<file path="src/rtl/uart_pkg.sv">
// Shared UART definitions: frame geometry, default baud divisor and the
// state encoding used by both the transmit and receive paths.
package uart_pkg;

    localparam int unsigned UART_DATA_BITS  = 8;
    localparam int unsigned UART_FRAME_BITS = 10;

    // 50 MHz / 9600 baud, minus one.
    localparam logic [12:0] UART_BPS_T_9600 = 13'd5207;

    typedef enum logic [1:0] {
        IDLE  = 2'd0,
        START = 2'd1,
        DATA  = 2'd2,
        STOP  = 2'd3
    } uart_state_e;

endpackage : uart_pkg

</file>
<file path="src/rtl/uart_tx_bps.sv">
// Bit-period counter for the transmitter: counts 0..BPS_T while enabled,
// pulses tick on the final count and wraps; held at zero when disabled.
module uart_tx_bps #(
    parameter int unsigned BPS_T = 5207,
    parameter int unsigned CNT_W = 13
) (
    input  logic clk,
    input  logic rst,
    input  logic en_i,
    output logic tick_o
);

    localparam logic [CNT_W-1:0] CNT_TOP = CNT_W'(BPS_T);

    logic [CNT_W-1:0] cnt_q;
    logic [CNT_W-1:0] cnt_d;
    logic             at_top;

    assign at_top = (cnt_q == CNT_TOP);

    always_comb begin
        cnt_d = cnt_q;
        if (!en_i) begin
            cnt_d = '0;
        end else if (at_top) begin
            cnt_d = '0;
        end else begin
            cnt_d = cnt_q + {{(CNT_W-1){1'b0}}, 1'b1};
        end
    end

    always_ff @(posedge clk) begin
        if (rst) begin
            cnt_q <= '0;
        end else begin
            cnt_q <= cnt_d;
        end
    end

    assign tick_o = en_i && at_top;

endmodule : uart_tx_bps

</file>
<file path="src/rtl/uart_tx.sv">
// 8N1 UART transmitter: valid/ready byte input, serialised LSB first as
// start(0), 8 data bits, stop(1), each bit held BPS_T+1 clocks.
import uart_pkg::*;

module uart_tx #(
    parameter int unsigned BPS_T = 32'(UART_BPS_T_9600),
    parameter int unsigned CNT_W = 13
) (
    input  logic       clk,
    input  logic       rst,
    input  logic [7:0] tx_data,
    input  logic       tx_valid,
    output logic       tx_ready,
    output logic       tx,
    output logic       tx_busy
);

    localparam logic [2:0] LAST_IDX = 3'(UART_DATA_BITS - 1);

    uart_state_e state_q;
    uart_state_e state_d;
    logic [7:0]  shift_q;
    logic [7:0]  shift_d;
    logic [2:0]  idx_q;
    logic [2:0]  idx_d;
    logic        tx_q;
    logic        tx_d;
    logic        bit_tick;
    logic        cnt_en;

    assign cnt_en = (state_q != IDLE);

    uart_tx_bps #(
        .BPS_T (BPS_T),
        .CNT_W (CNT_W)
    ) u_bps (
        .clk    (clk),
        .rst    (rst),
        .en_i   (cnt_en),
        .tick_o (bit_tick)
    );

    // tx_d is only ever changed on the accepting edge or a bit tick,
    // so the registered line never glitches between bits.
    always_comb begin
        state_d = state_q;
        shift_d = shift_q;
        idx_d   = idx_q;
        tx_d    = tx_q;
        case (state_q)
            IDLE: begin
                tx_d = 1'b1;
                if (tx_valid) begin
                    state_d = START;
                    shift_d = tx_data;
                    idx_d   = 3'd0;
                    tx_d    = 1'b0;
                end
            end
            START: begin
                if (bit_tick) begin
                    state_d = DATA;
                    idx_d   = 3'd0;
                    tx_d    = shift_q[0];
                end
            end
            DATA: begin
                if (bit_tick) begin
                    shift_d = {1'b0, shift_q[7:1]};
                    idx_d   = idx_q + 3'd1;
                    if (idx_q == LAST_IDX) begin
                        state_d = STOP;
                        tx_d    = 1'b1;
                    end else begin
                        tx_d = shift_q[1];
                    end
                end
            end
            STOP: begin
                if (bit_tick) begin
                    state_d = IDLE;
                    tx_d    = 1'b1;
                end
            end
            default: begin
                state_d = IDLE;
                tx_d    = 1'b1;
            end
        endcase
    end

    always_ff @(posedge clk) begin
        if (rst) begin
            state_q <= IDLE;
            shift_q <= '0;
            idx_q   <= '0;
            tx_q    <= 1'b1;
        end else begin
            state_q <= state_d;
            shift_q <= shift_d;
            idx_q   <= idx_d;
            tx_q    <= tx_d;
        end
    end

    assign tx       = tx_q;
    assign tx_ready = (state_q == IDLE);
    assign tx_busy  = (state_q != IDLE);

endmodule : uart_tx

</file>
<file path="config.mk">
export PLATFORM = sky130hd
export DESIGN_NAME = uart_tx
export DESIGN_NICKNAME = d
export VERILOG_FILES = /design/src/rtl/uart_pkg.sv /design/src/rtl/uart_tx_bps.sv /design/src/rtl/uart_tx.sv
export SDC_FILE = /design/constraint.sdc
export NUM_CORES = 1
export LEC_CHECK = 0
export BUFFER_PORTS_ARGS = -buffer_cell sky130_fd_sc_hd__buf_2
export CORE_MARGIN = 2
export CORE_UTILIZATION = 35
export DETAILED_ROUTE_END_ITERATION = 10
export PLACE_DENSITY = 0.52
export SYNTH_ARGS = -nofsm -noshare
export SYNTH_HDL_FRONTEND = slang
export SYNTH_SLANG_ARGS = --single-unit
</file>
<file path="constraint.sdc">
create_clock -name clk -period 4.77 [get_ports clk]
set_clock_uncertainty 0.1 [all_clocks]
set_input_delay 0.477 -clock clk [delete_from_list [all_inputs] [get_ports clk]]
set_output_delay 0.477 -clock clk [all_outputs]
set_load 0.1 [all_outputs]
</file>
==> results.ini <==
[run_status]
status=complete, no violations

[synthesis]
syn_area_mm2=0.00142
syn_avg_cell_area_um2=9.13
synthArstFlopShare_pct=0
synth_seq_cells=27
synth_warnings=0
synth-edff-count=0
syn_inst=155
synth_top_flop_cell=dfxtp_1
synth_nets=174
ys_seq_area_share_pct=38.2
ys_types=42

[sta]
fin_tns_setup_ns=0
timing.fmax_ghz=0.391
fin_ws_ns=2.21
period_minus_slack_ns=2.56
rsz0062_at_grt=no
fin_crit_sh_pct=53.6
relSlewSlack_pct=37.8
worst_slew_pin_slew_ns=0.925
setup_violations=0
final_hold_viol_count=0
slew_violations=0

[cts]
clkTransAtPathRegs_ns=0.10
cts-resized-gates=0
htree_num_levels=1
cts_inserted_buffers=3
cts_tree=done
ctsRootBufferMaster=clkbuf_8
cts.sinks=27
clk_path_buf_depth=2
clkLatencyLatePin_ns=0.28
cts_setup_buffers=0
hold_buffers=0

[worst_hold_path]
hold_depth=1
min_to=u_bps.cnt_q[0]
min_path_type=flip-flop to flip-flop
min_from=u_bps.cnt_q[0]

[detailed_routing]
wire_per_inst_um=13.0
drt_iter0_drc=62
top_layer=met4
drt_wl_total_um=2830
dr.pass1.iters=4
dr_wl_met2_um=1340
drc=0
num_vias=1178
ant_nets=0
wl_met1_um=1340
via_per_inst=5.43
wl_met3_um=111

[worst_setup_path]
worst-path-buf-inv=2
slowest_delay_ns=0.61
cpLargestDelayFamily=simple AND/OR/NAND/NOR gates
cp_cell_sequence=inv_1, ha_1, inv_1, and3_1, or3b_2, a21oi_1
worstSetupPathType=flip-flop to flip-flop
cp.required_ns=4.88
critPathMaxFanout=16
startpoint_type=flip-flop
rr_startpoint=state_q[0]
cpMaxStageDelayCell=ha_1
worst-path-stages=6
r2r_end=shift_q[7]
cp-end-kind=flip-flop
cpMostUsedCell=inv_1
cp.arrival_ns=2.67
ff2ff_path_depth=6
r2r_setup_slack_ns=2.21

[finish]
final_cells=217
nets=187
area_growth_pct=10.9
drive_gt1_share_pct=13.8
diodes=0

[die]
core_area_mm2=0.00394
die-width_um=67.6
rows=23
die_area_mm2=0.00457
floorplan.initialDensity_pct=35.9
die_h_um=67.6
io_pins=14

[placement]
place_ws_ns=2.16
place_congestion=0.764
portBuffers=13
hpwl_um=2050
place_inst=213

[global_routing]
grt_usage_pct=13.8
grt_pass1_wl_um=4820
grt_max_degree=17
grt_pass1_vias=1111
antenna_found_initial=0
grt-ovfl-total=0

[pwr]
pwr_density_cell_mw_per_mm2=528
irDropWorstVdd_mv=0.188
p_leak_nw=0.537

[job]
maxCapViolCount=0

layout make-up:
class,instances,area (µm²)
well taps,50,62.6
fillers,396,2370
inverters,8,30.0
clock buffers,3,41.3
clock inverters,1,7.51
multi-input cells,114,815
repair buffers,14,72.6
flip-flops and latches,27,541
layout by cell type, fill, tap and decap left out, drive strengths merged, types with 2 or more instances in the layout:
cell type  Yosys  routed
o311a          7       7
inv            7       7
buf            2      14
a211oi         2       2
o41ai          2       2
o211ai         3       3
xor2           2       2
dfxtp         27      27
nor3           5       5
clkbuf         4       3
nand3          5       5
o21a           2       2
nand4          2       2
ha             8       8
xnor2          6       6
o21ai         14      14
nand2          7       7
nor2          14      14
or3            4       4
nor4           3       3
mux2i          7       7
a21oi          4       4
power by group:
group | switching, W | internal [W]
logic | 0.000282 | 0.000126
registers | 0.0000240 | 0.000262
clock network | 0.0000765 | 0.0000594
stage by stage:
stage	total power, W	hold slack, ns	util, %	area, µm²
final	0.000829	0.357	39.8	1570
after global routing	0.000885	0.372	39.8	1570
after CTS	0.000839	0.357	39.8	1570
after detailed placement	0.000698	0.344	38.6	1520
after global placement	0.000694	0.332	38.6	1520
after floorplan	0.000629	0.318	-	1420
worst max path at each step:
stage,endpoint,from,slack (ns)
floorplan,state_q[1],state_q[0],1.88
global placement,shift_q[6],state_q[0],2.31
detailed placement,shift_q[2],state_q[0],2.16
CTS,shift_q[2],state_q[0],2.13
global route,shift_q[3],state_q[0],1.86
finish,shift_q[7],state_q[0],2.21
synth_stat cells (all sizes together), types with 2 or more instances:
cell type / n / area, µm²
ha: 8 / 100
xnor2: 6 / 52.6
nor4: 3 / 18.8
xor2: 2 / 17.5
nand2: 7 / 26.3
nand3: 5 / 25.0
a21oi: 4 / 20.0
or3: 4 / 25.0
o41ai: 2 / 17.5
nand4: 2 / 12.5
mux2i: 7 / 70.1
o21a: 2 / 15.0
clkbuf: 4 / 15.0
a211oi: 2 / 15.0
inv: 7 / 26.3
o311a: 7 / 70.1
o211ai: 3 / 22.5
dfxtp: 27 / 541
nor2: 14 / 60.1
buf: 2 / 15.0
o21ai: 14 / 70.1
nor3: 5 / 25.0
metal layers:
metal	GRT usage [%]	up-vias
li1	-	604
met1	16.2	554
met2	23.4	14
met3	4.50	6
met4	4.59	0
met5	0	-
registers in the layout, indices dropped and copies added, names as in the netlist:
signal	flops
idx_q	3
shift_q	8
state_q	2
tx	1
u_bps.cnt_q	13
cells by family (layout without fill, tap and decap cells):
| logic type | count (synthesis) | in the layout | synth area share [%] |
|---|---|---|---|
| AOI/OAI and AO/OA | 41 | 41 | 20.8 |
| xor gates and xnor gates | 8 | 8 | 4.95 |
| adders and majority gates | 8 | 8 | 7.07 |
| buffers and inverters | 14 | 26 | 4.24 |
| DFF | 27 | 27 | 38.2 |
| muxes | 7 | 7 | 4.95 |
| and+or+nand+nor | 50 | 50 | 19.8 |
Power figures use the tool's default switching activity.
